==> src/rtl/instr_fetch.sv <==
// Purpose : instruction fetch stage; latches pc, issues one bus read, returns the word to decode.
// Latency : fetch_start -> bus_start 1 cycle, bus_done -> instr_valid 1 cycle (3 cycles minimum end to end).
// Backpress: no queueing; fetch_start is only accepted in IDLE, busy is high while a fetch is outstanding.
//
// Ports:
//   clk, reset          - clock, synchronous active-high reset
//   pc, fetch_start     - word address to fetch and its request strobe (sampled in IDLE)
//   flush               - abandon the current fetch; an issued read is drained silently
//   bus_addr, bus_start - read address (held until the next request) and one-cycle read strobe
//   bus_q, bus_done     - read data, valid in the bus_done cycle
//   instr, instr_valid  - fetched word (held) and its one-cycle update pulse
//   fetch_err           - pulses with instr_valid when the fetch was faulted
//   busy                - high whenever a fetch is in progress
//
// Optional build macro FETCH_TIMEOUT_EN: aborts a bus wait after TIMEOUT cycles without bus_done.

module instr_fetch #(
   parameter logic [26:0] ADDR_LIMIT  = 27'h7FFFFFF,
   parameter logic [31:0] FAULT_INSTR = 32'h0000_0000,
   parameter logic [15:0] TIMEOUT     = 16'd1024
) (
   input  logic        clk,
   input  logic        reset,
   input  logic [26:0] pc,
   input  logic        fetch_start,
   input  logic        flush,
   output logic [26:0] bus_addr,
   output logic        bus_start,
   input  logic [31:0] bus_q,
   input  logic        bus_done,
   output logic [31:0] instr,
   output logic        instr_valid,
   output logic        fetch_err,
   output logic        busy
);

   typedef enum logic [2:0] {
      S_IDLE  = 3'd0,
      S_REQ   = 3'd1,
      S_WAIT  = 3'd2,
      S_DRAIN = 3'd3,
      S_FAULT = 3'd4
   } state_t;

   state_t state;
   state_t state_nxt;
   logic   load_data;    // capture bus_q into instr next cycle
   logic   load_fault;   // capture FAULT_INSTR and raise fetch_err next cycle
   logic   tmo_hit;      // bus wait expired

`ifdef FETCH_TIMEOUT_EN
   logic [15:0] tmo_cnt;
   logic        in_bus_wait;
   logic        enter_bus_wait;

   assign in_bus_wait    = (state == S_WAIT) || (state == S_DRAIN);
   assign enter_bus_wait = ((state_nxt == S_WAIT) || (state_nxt == S_DRAIN)) && (state_nxt != state);
   assign tmo_hit        = in_bus_wait && !bus_done && (tmo_cnt == TIMEOUT - 16'd1);

   always_ff @(posedge clk) begin
      if (reset) begin
         tmo_cnt <= '0;
      end else if (enter_bus_wait) begin
         tmo_cnt <= '0;
      end else if (in_bus_wait && !bus_done) begin
         tmo_cnt <= tmo_cnt + 16'd1;
      end
   end
`else
   // Without the timeout the bus wait is unbounded; TIMEOUT is intentionally inert.
   logic unused_timeout;
   assign unused_timeout = ^TIMEOUT;
   assign tmo_hit        = 1'b0;
`endif

   // Next-state and capture decisions
   always_comb begin
      state_nxt  = state;
      load_data  = 1'b0;
      load_fault = 1'b0;
      case (state)
         S_IDLE: begin
            // A fetch request colliding with flush is dropped outright.
            if (fetch_start && !flush) begin
               state_nxt = (pc < ADDR_LIMIT) ? S_REQ : S_FAULT;
            end
         end
         S_REQ: begin
            // Strobe is already on the bus, so a flush here must still drain the read.
            state_nxt = flush ? S_DRAIN : S_WAIT;
         end
         S_WAIT: begin
            if (bus_done) begin
               state_nxt = S_IDLE;
               load_data = !flush;
            end else if (flush) begin
               state_nxt = S_DRAIN;
            end else if (tmo_hit) begin
               state_nxt  = S_IDLE;
               load_fault = 1'b1;
            end
         end
         S_DRAIN: begin
            if (bus_done || tmo_hit) begin
               state_nxt = S_IDLE;
            end
         end
         S_FAULT: begin
            state_nxt  = S_IDLE;
            load_fault = !flush;
         end
         default: begin
            state_nxt = S_IDLE;
         end
      endcase
   end

   always_ff @(posedge clk) begin
      if (reset) begin
         state       <= S_IDLE;
         bus_addr    <= '0;
         bus_start   <= 1'b0;
         instr       <= FAULT_INSTR;
         instr_valid <= 1'b0;
         fetch_err   <= 1'b0;
      end else begin
         state       <= state_nxt;
         // REQ is only entered from IDLE, so the strobe can never repeat back to back.
         bus_start   <= (state_nxt == S_REQ);
         if ((state == S_IDLE) && (state_nxt == S_REQ)) begin
            bus_addr <= pc;
         end
         instr_valid <= load_data || load_fault;
         fetch_err   <= load_fault;
         if (load_data) begin
            instr <= bus_q;
         end else if (load_fault) begin
            instr <= FAULT_INSTR;
         end
      end
   end

   assign busy = (state != S_IDLE);

endmodule

==> config.mk <==
export PLATFORM = sky130hd
export DESIGN_NAME = instr_fetch
export DESIGN_NICKNAME = d
export VERILOG_FILES = /design/src/rtl/instr_fetch.sv
export SDC_FILE = /design/constraint.sdc
export NUM_CORES = 1
export LEC_CHECK = 0
export CAP_MARGIN = 20
export CORE_ASPECT_RATIO = 1.4
export CORE_MARGIN = 2
export CORE_UTILIZATION = 40
export CTS_CLUSTER_SIZE = 12
export DETAILED_ROUTE_END_ITERATION = 6
export HOLD_SLACK_MARGIN = 0.1
export PLACE_DENSITY = 0.77
export SETUP_SLACK_MARGIN = 0.1
export SKIP_LAST_GASP = 1
export SYNTH_ARGS = -nofsm -noshare
export SYNTH_HDL_FRONTEND = slang
export SYNTH_SLANG_ARGS = --single-unit
==> constraint.sdc <==
create_clock -name clk -period 2.2 [get_ports clk]
set_input_delay 0.44 -clock clk [delete_from_list [all_inputs] [get_ports clk]]
set_output_delay 0.44 -clock clk [all_outputs]
set_load 0.03 [all_outputs]
==> results of run 1 <==
[worst paths after layout]
check                         endpoint  cells after the start                    from  slack, ps
max reg2reg  bus_addr[11]$_SDFFE_PP0P_                      5     state[1]$_SDFF_PP0_        230
min             instr[30]$_SDFFE_PP0P_                      2  instr[30]$_SDFFE_PP0P_        470
min reg2reg     instr[30]$_SDFFE_PP0P_                      2  instr[30]$_SDFFE_PP0P_        470
max          bus_addr[11]$_SDFFE_PP0P_                      5     state[1]$_SDFF_PP0_        230
[registers in the layout (all words and copies together), names as in the netlist]
name         cells
bus_addr        27
instr           32
state            3
fetch_err        1
instr_valid      1
bus_start        1
[layout make-up]
class,count,share of cell area (%)
repair buffers,134,32.6
flip-flops and latches,65,31.3
multi-input cells,207,29.9
clock buffers,11,3.40
well taps,74,2.23
clock inverters,4,0.482
inverters,1,0.0904
[routing by layer]
metal,share of wire (%),up-vias,track usage [%]
met5,0,-,0
met4,0.61,0,5.56
met3,10,5,7.63
met2,47,107,29.3
met1,42,1113,22.2
li1,-,1242,-
[stage by stage]
stage	instance area, um^2	util [%]
finish	4150	64.1
detailed placement	3990	61.6
floorplan	2650	-
global route	4150	64.1
global placement	3990	61.6
CTS	4150	64.1
[power by group through the flow]
| stage | combinational [uW] | clock [uW] | sequential, uW |
|---|---|---|---|
| after floorplan | 130 | 0 | 1330 |
| after global placement | 414 | 0 | 1260 |
| after detailed placement | 416 | 0 | 1260 |
| after CTS | 417 | 874 | 1240 |
| after global routing | 442 | 920 | 1240 |
| final | 414 | 839 | 1240 |
[cell families (layout without fill, tap and decap cells)]
logic type	after synthesis	count (layout)	synth area share [%]
buffers and inverters	24	150	4.43
DFF	65	65	49.1
AOI/OAI and AO/OA	38	38	7.74
and+or+nand+nor	142	142	28.6
muxes	27	27	10.2
[Yosys cell counts]
master and n:
sky130_fd_sc_hd__nand3b_1 1, sky130_fd_sc_hd__nor2_1 3, sky130_fd_sc_hd__a21oi_1 33, sky130_fd_sc_hd__dfxtp_1 65, sky130_fd_sc_hd__buf_12 1, sky130_fd_sc_hd__and4b_1 1
sky130_fd_sc_hd__a21oi_2 1, sky130_fd_sc_hd__nor4_1 1, sky130_fd_sc_hd__a211oi_1 1, sky130_fd_sc_hd__nand4b_1 1, sky130_fd_sc_hd__inv_1 1, sky130_fd_sc_hd__nand4_1 6
sky130_fd_sc_hd__buf_6 1, sky130_fd_sc_hd__buf_4 1, sky130_fd_sc_hd__o21a_1 2, sky130_fd_sc_hd__mux2i_1 27, sky130_fd_sc_hd__or3b_1 1, sky130_fd_sc_hd__nand3_1 33
sky130_fd_sc_hd__nand2b_1 56, sky130_fd_sc_hd__nor3_1 3, sky130_fd_sc_hd__or3_1 1, sky130_fd_sc_hd__nand2_1 35, sky130_fd_sc_hd__o22a_1 1, sky130_fd_sc_hd__clkbuf_1 20
[timing repair]
item / in CTS / in global routing
gates resized for setup: 1 / 0
setup endpoints to repair: 1 / 0
buffers inserted: 0 / 0
[critical path, delay by kind of cell, from the launching register on]
family                 cells  cell delay [ps]
DFF                        1              350
AOI/OAI and AO/OA          1              210
muxes                      1              220
buffers and inverters      1              210
and+or+nand+nor            2              880
==> results.md, run 1 <==
- The run finished with clean final reports.
- Hold timing on the final database bottoms out at a slack of about 470 ps.
- The maximum vdd drop is 0.000446 V.
- Ranked by total cell area, the synthesized netlist is headed by sky130_fd_sc_hd__dfxtp_1, sky130_fd_sc_hd__nand2b_1, sky130_fd_sc_hd__mux2i_1, sky130_fd_sc_hd__a21oi_1, sky130_fd_sc_hd__nand3_1.
- At the pin with the least slew margin, the transition time is around 350 ps.
- Averaged over all synthesized cells, the footprint is between 8 and 9 um^2.
- The count of endpoints failing setup in the final report is 0.
- The sequential cell area is 1300 um^2.
- The cell count after synthesis came out at a little under 300.
- The number of DRC markers after the initial detailed-route iteration is 87.
- The final-layout fill cell count is between 500 and 600.
- For this run the aggregate overflow at the end of global routing stands at 0.
- The sequential group share of total power is 49.7%.
- In this run the deepest clock path goes through 2 buffers.
- The fraction of synthesized cell area taken by the top area cell type is between 40% and 50%.
- In this run the number of H-tree levels came out at 3.
- The clock latency reported for the late side of the worst-skew pair is about 320 ps.
- Max-cap violations in this run came to 0.
- The share of total power dissipated in the clock network is between 30 and 40%.
- Summed over all nets, the half-perimeter wirelength after detailed placement is ~4.7 mm.
- The register bit total from synthesis is 65.
- By startpoint and endpoint, the worst setup path is classified as flip-flop to flip-flop.
- For this run, the slowest stage of the critical path takes 470 ps.
- Counting tap cells, the placed design contains a total of a little under 500 instances.
- TritonCTS built the clock tree.
- For this run, design rule violations remaining after detail routing come to 0.
- When the netlist entered floorplanning its net count stood at 360.
- The clock tree root driver cell is sky130_fd_sc_hd__clkbuf_8.
- Summing over every cut layer, the via total after detailed routing is 2467.
- Of all nets on the critical path, the largest fanout is 20.
- In this run, distinct cell masters in the synthesized netlist total 24.
- The starting density of the core is 40.9%.
- The total area of multi-input combinational cells is around 1200 um^2.
- At the end of routability-driven placement, the weighted congestion stood at around 0.76.
- The path class of the lowest-slack min-delay path is flip-flop to flip-flop.
- The worst slack at placement is between 100 and 150 ps.
- The register clock-pin slew on the reported worst setup and hold paths is around 70 ps.
- On the critical path, the stage with the largest delay is an instance of sky130_fd_sc_hd__or3b_1.
- Timing would allow up to between 500 and 600 MHz.
- The worst pin sits at a relative slew slack of about three quarters.
- The power density over cell area is 599 nW/um^2.
- Walking the worst path, the cells encountered are or3_1, or3b_1, a21oi_4, buf_12, mux2i_1.
- The ratio of routed vias to standard cells is a little under 5.
- The boundary pin count is 127.
- The number of standard cells in the layout, taps in and fillers out is ~500.
- Row generation in the floorplan step produced 35 rows.
- The count of antenna-violating nets left after detailed routing is 0.
- STA puts the critical path data required time at between 2000 and 2500 ps.
- STA puts the critical path data arrival time at ~2200 ps.
- The Yosys step of the flow raised 0 warnings.
- In this run the power spent charging and discharging nets is 623 uW.
- At the end of the flow, the number of nets in the layout was 482.
- The via count of the first global-routing pass is approximately 2300.
- For this design, the sink count on the clock tree is 65.
- The fraction of layout cells with a size suffix above 1 is 5.69%.
- The number of antenna diodes in the final layout is 0.
- The placeable core region is approximately 6500 um^2.
- The switching share of power is around a quarter.
- The layout overhead on the synthesized area is 56.6%.
- The number of antenna violations at the first check in global routing is 0.
- The internal portion of the total power is ~1900 uW.
- The combinational group share of total power is 16.6%.
- The hold violation total from the final report came to 0.
- STA classifies the critical path endpoint as a flip-flop.
- Summed over all instances, the cell type with the most area after synthesis is sky130_fd_sc_hd__dfxtp_1.
- On the final layout, the worst clock skew is around 6.5 ps.
- The share of the Yosys chip area taken by registers is approximately 50%.
- The cts-stage hold buffer count is 0.
- The detailed-routing iteration count for the pre-antenna-repair pass is 4.
- In the finished design, the share of the clock period the worst path needs comes to 89.3%.
- The mapped cell area is approximately 2700 um^2.
- For the finished layout, the period the worst path requires is 1970 ps.
- The worst path meets setup with around 230 ps of slack.
- The type of origin of the critical path is a flip-flop.
- In the layout the commonest cells are sky130_fd_sc_hd__clkdlybuf4s50_1, sky130_fd_sc_hd__dfxtp_1, sky130_fd_sc_hd__nand2b_1.
- The post-detailed-routing wire length is 6.70 mm.
- The die is 100 um tall.
- Setup repair after global routing left no endpoint under its margin.
- The full die area is 7310 um^2.
- The total CTS buffers is 9.
- The maximum number of pins on one net before global-route repair is just over 90.
- The final number of max-transition violations came to 0.
- The first global-routing pass estimated 10.6 mm of wire.
- The most common library cell in the layout ignoring fill and taps is sky130_fd_sc_hd__clkdlybuf4s50_1.
- The horizontal extent of the die is between 70 and 80 um.
- The total power of the final layout is between 2000 and 2500 uW.
- Setup total negative slack on the finished layout was measured at 0 ps.
- In this run the tool buffered the top-level ports with about 130 buffer cells.
- For this design the static power due to leakage is 0.00145 uW.
- Across every metal layer, demand over resource in global routing totals ~18%.
- The routed wirelength normalized by instance count is 13.5 um.
(Power assumes the default switching activity.)
==> run 2: changes to the inputs <==
SKIP_LAST_GASP = unset   (was 1)
==> results of run 2 <==
The final DEF is identical to that of run 1; final timing and power are the same.
==> run 3: changes to the inputs <==
HOLD_SLACK_MARGIN = 0.02   (was 0.1)
==> results of run 3 <==
The final DEF is identical to that of run 1; final timing and power are the same.
